File: config.mk
export PLATFORM = sky130hd
export DESIGN_NAME = xor_descrambler_16bit
export DESIGN_NICKNAME = d
export VERILOG_FILES = /design/src/rtl/xor_descrambler_16bit.sv
export SDC_FILE = /design/constraint.sdc
export NUM_CORES = 1
export LEC_CHECK = 0
export CAP_MARGIN = 10
export CORE_MARGIN = 1
export CORE_UTILIZATION = 46
export CTS_CLUSTER_DIAMETER = 150
export DETAILED_ROUTE_END_ITERATION = 10
export GPL_TIMING_DRIVEN = 1
export HOLD_SLACK_MARGIN = 0.05
export MAX_ROUTING_LAYER = met4
export PLACE_DENSITY_LB_ADDON = 0.3
export SETUP_SLACK_MARGIN = 0.3
export SLEW_MARGIN = 20
export SYNTH_ARGS = -nofsm -noshare
export SYNTH_HDL_FRONTEND = slang
export SYNTH_SLANG_ARGS = --single-unit
File: constraint.sdc
create_clock -name clk -period 1.51 [get_ports clk]
set_input_delay 0.3775 -clock clk [delete_from_list [all_inputs] [get_ports clk]]
set_output_delay 0.3775 -clock clk [all_outputs]
set_load 0.01 [all_outputs]
File: src/rtl/xor_descrambler_16bit.sv
// Receive-side additive descrambler: 16-bit Fibonacci LFSR keystream,
// valid/ready on both sides, 2-entry output FIFO.
module xor_descrambler_16bit #(
  parameter logic [15:0] RESET_SEED = 16'hACE1
) (
  input  logic        clk,
  input  logic        rst_n,
  input  logic        seed_load,
  input  logic [15:0] seed_in,
  input  logic        in_valid,
  input  logic [15:0] in_data,
  output logic        in_ready,
  output logic        out_valid,
  output logic [15:0] out_data,
  input  logic        out_ready,
  output logic [15:0] word_count
);

  typedef enum logic {
    IDLE,
    RUN
  } state_t;

  state_t      state;
  state_t      state_nx;
  logic [15:0] lfsr;
  logic [15:0] lfsr_nx;
  logic [15:0] mem [2];
  logic        rd_ptr;
  logic        wr_ptr;
  logic [1:0]  cnt;
  logic        accept;
  logic        pop;

  assign in_ready  = (state == RUN) && (cnt != 2'd2) && !seed_load;
  assign accept    = in_valid && in_ready;
  assign out_valid = (cnt != 2'd0);
  assign out_data  = out_valid ? mem[rd_ptr] : 16'h0000;
  // seed_load flushes the FIFO, so a same-cycle pop is dropped
  assign pop       = out_valid && out_ready && !seed_load;
  assign lfsr_nx   = {lfsr[14:0],
                      lfsr[15] ^ lfsr[13] ^ lfsr[12] ^ lfsr[10]};

  always_comb begin
    state_nx = state;
    unique case (1'b1)
      seed_load: state_nx = RUN;
      default:   state_nx = state;
    endcase
  end

  always_ff @(posedge clk or negedge rst_n) begin
    if (!rst_n) state <= IDLE;
    else        state <= state_nx;
  end

  always_ff @(posedge clk or negedge rst_n) begin
    if (!rst_n) begin
      lfsr       <= RESET_SEED;
      mem[0]     <= 16'h0000;
      mem[1]     <= 16'h0000;
      rd_ptr     <= 1'b0;
      wr_ptr     <= 1'b0;
      cnt        <= 2'd0;
      word_count <= 16'h0000;
    end else if (seed_load) begin
      // an all-zero LFSR would lock up
      lfsr       <= (seed_in == 16'h0000) ? 16'h0001 : seed_in;
      rd_ptr     <= 1'b0;
      wr_ptr     <= 1'b0;
      cnt        <= 2'd0;
      word_count <= 16'h0000;
    end else begin
      if (accept) begin
        mem[wr_ptr] <= in_data ^ lfsr;
        wr_ptr      <= ~wr_ptr;
        lfsr        <= lfsr_nx;
        word_count  <= word_count + 16'd1;
      end
      if (pop) rd_ptr <= ~rd_ptr;
      case ({accept, pop})
        2'b10:   cnt <= cnt + 2'd1;
        2'b01:   cnt <= cnt - 2'd1;
        default: cnt <= cnt;
      endcase
    end
  end

endmodule

==> impl_metrics.json <==
{
  "synth.distinct_cells": 42,
  "crit_chain": "buf_6, buf_6, nor2b_4, and3_4, buf_12, mux2i_1, o21ai_1",
  "cp_top_family": "simple AND/OR/NAND/NOR gates",
  "async_reset_ff_frac": 1.00,
  "place_inst": 540,
  "rsz0062_at_grt": "yes",
  "outcome": "complete, but fails checks",
  "finalWorstSetupSlack_ns": -0.363,
  "drv_cap": 0,
  "die_area_um2": 7900,
  "final-setup-viol-count": 84,
  "vias_per_cell": 5.81,
  "nFillCells": 383,
  "vias": 3544,
  "synth_flop_cell": "dfrtp_1",
  "remaining_drc_errors": 0,
  "fin_crit_ns": 1.87,
  "worstHoldPathType": "input pin to asynchronous set/reset pin",
  "start_util": 0.476,
  "syn_nets": 387,
  "drt_iter0_markers": 194,
  "firstDrtPassIters": 4,
  "die_width_um": 88.9,
  "grt_pass1_wl_um": 17800,
  "antenna_found_initial": 0,
  "antennaDiodeCount": 0,
  "fin_tns_setup_ns": -17.60,
  "ant_nets": 0,
  "cp_slowest_stage_delay_ns": 0.40,
  "required_ns": 1.72,
  "clock_latency_ns": 0.36,
  "rr_worst_depth": 7,
  "netlist_instances": 349,
  "holdWs_ns": 0.0397,
  "synth-edff-count": 0,
  "rows": 31,
  "ys_ff_latch": 69,
  "pwr_density_cell_nw_per_um2": 1030,
  "ioPinCount": 71,
  "area_growth_pct": 75.1,
  "syn-cell-area_um2": 3470,
  "drive_above_1_share": 0.540,
  "root_buffer": "clkbuf_8",
  "fp.dieH_um": 88.9,
  "p_leak_nw": 2.54,
  "cp_data_arrival_time_ns": 2.08,
  "fmax_mhz": 534,
  "violations": "negative setup slack",
  "syn_avg_cell_area_um2": 9.95,
  "clk_pin_slew_ns": 0.09,
  "end_kind": "flip-flop",
  "core_um2": 7290,
  "fin_skew_ns": 0.0125,
  "ys.warnings.count": 0,
  "ctsHtreeMaxLevel": 3,
  "seq_area_frac_synth": 0.500,
  "path_common_cell": "buf_6",
  "place_ws_ns": -0.658,
  "cts_tree": "built",
  "stdcell_count": 610,
  "grt_max_degree": 70,
  "cts_buffers": 9,
  "path_buf_inv": 3,
  "clockBufferDepth": 2,
  "mostFrequentLayoutCells": "55 x dfrtp_1, 51 x buf_6, 36 x buf_4",
  "final_nets": 544,
  "maxSlewHeadroom": 0.661,
  "wl_per_cell_um": 21.8,
  "startpoint_type": "flip-flop",
  "slowest_stage": "dfrtp_1",
  "cts_sinks": 69,
  "gr-total-overflow": 0,
  "r2r_slack_ns": -0.36,
  "finalMaxSlewViolations": 0,
  "irDropWorstVdd_mv": 0.523,
  "post-route-util": 0.834,
  "final_common_cell": "dfrtp_1",
  "dp_hpwl_um": 5880,
  "globalplace.congestion": 0.845,
  "crit_cells": 7,
  "grt_use_total": 0.319,
  "wl_um": 13300,
  "cp_max_fo": 6,
  "port_buffers": 70,
  "finalHoldViolCount": 0,
  "worst_pin_slew_ns": 0.509,
  "fin_crit_sh": 1.24,
  "first_global_vias": 3424,
  "crit_type": "flip-flop to flip-flop"
}
## synthesized netlist by cell type, types with 2 or more instances
| cell | count | area, um2 |
|---|---|---|
| or4_1 | 6 | 45.0 |
| clkbuf_1 | 9 | 33.8 |
| nor2_1 | 45 | 169 |
| nor3_1 | 2 | 10.0 |
| dfrtp_1 | 61 | 1530 |
| nand4_1 | 5 | 31.3 |
| o21ai_0 | 31 | 155 |
| nor4_1 | 5 | 31.3 |
| xor2_1 | 4 | 35.0 |
| o211ai_1 | 2 | 15.0 |
| nand2_1 | 39 | 146 |
| inv_1 | 5 | 18.8 |
| a21oi_1 | 26 | 130 |
| nand3_1 | 4 | 20.0 |
| dfstp_2 | 8 | 210 |
| xnor2_1 | 23 | 201 |
| o31ai_1 | 7 | 52.6 |
| mux2_2 | 2 | 22.5 |
| nand3_4 | 2 | 35.0 |
| nor2b_1 | 3 | 18.8 |
| mux2i_1 | 29 | 290 |
| a31oi_1 | 3 | 18.8 |
| buf_6 | 2 | 22.5 |
| or2_2 | 2 | 12.5 |
| buf_2 | 5 | 25.0 |
| buf_4 | 3 | 22.5 |
## area by class of cell
type | count | area [um2] | share of cell area
inverter | 5 | 21.3 | 0.00350
timing repair buffer | 164 | 1730 | 0.285
multi-input combinational | 257 | 2280 | 0.374
clock buffer | 10 | 138 | 0.0226
clock inverter | 6 | 47.5 | 0.00782
tap | 99 | 124 | 0.0204
sequential | 69 | 1740 | 0.287
## per-stage QoR
step	power (W)	area (um2)
6_report	0.00629	6080
3_5_place_dp	0.00399	4690
2_1_floorplan	0.00334	3660
5_1_grt	0.00655	6080
3_3_place_gp	0.00392	4690
4_1_cts	0.00578	5650
## flip-flops by register name, summed over array words and instances (netlist names)
name / flops
cnt: 2
lfsr: 16
rd_ptr: 1
word_count: 16
mem: 32
wr_ptr: 1
state: 1
## per-layer routing
layer | up-vias | share of wire | global-route usage
met3 | 39 | 0.050 | 0.0522
li1 | 1552 | - | -
met2 | 150 | 0.51 | 0.524
met1 | 1803 | 0.40 | 0.381
met5 | - | 0 | -
met4 | 0 | 0.038 | 0.154
## worst paths after layout
kind	startpoint	endpoint
worst max-delay path	state$_DFFE_PN0P_	lfsr[9]$_DFFE_PN0P_
worst min-delay path	rst_n	mem[3]$_DFFE_PN0P_
worst max register to register	state$_DFFE_PN0P_	lfsr[9]$_DFFE_PN0P_
worst min register to register	lfsr[15]$_DFFE_PN1P_	lfsr[15]$_DFFE_PN1P_
max in group asynchronous	rst_n	lfsr[13]$_DFFE_PN1P_
min in group clk	lfsr[15]$_DFFE_PN1P_	lfsr[15]$_DFFE_PN1P_
## kinds of logic (layout without fill, tap and decap cells)
logic type               after synthesis  after routing  share of synthesized area
buffers and inverters                 24            185                     0.0353
flip-flops                            69             69                      0.500
XOR/XNOR                              27             27                     0.0681
multiplexers                          31             31                     0.0901
AND/OR/NAND/NOR                      124            125                      0.187
adder cells (fa/ha/maj)                1              1                    0.00360
AO/OA/AOI/OAI                         73             73                      0.116
## timing repair
item,CTS,global route
gates cloned,10,0
setup endpoints to repair,102,102
gates resized for setup,249,82
pin swaps,43,35
hold buffers,0,0
setup buffers,33,11
## power breakdown
group          switching, W  internal [W]  leakage (nW)  total [W]
logic               0.00106       0.00117          1.62    0.00223
registers          0.000408       0.00220         0.834    0.00261
clock network      0.000794      0.000652        0.0928    0.00145
total               0.00226       0.00403          2.54    0.00629
No activity file was read; power rests on OpenSTA's default activity.
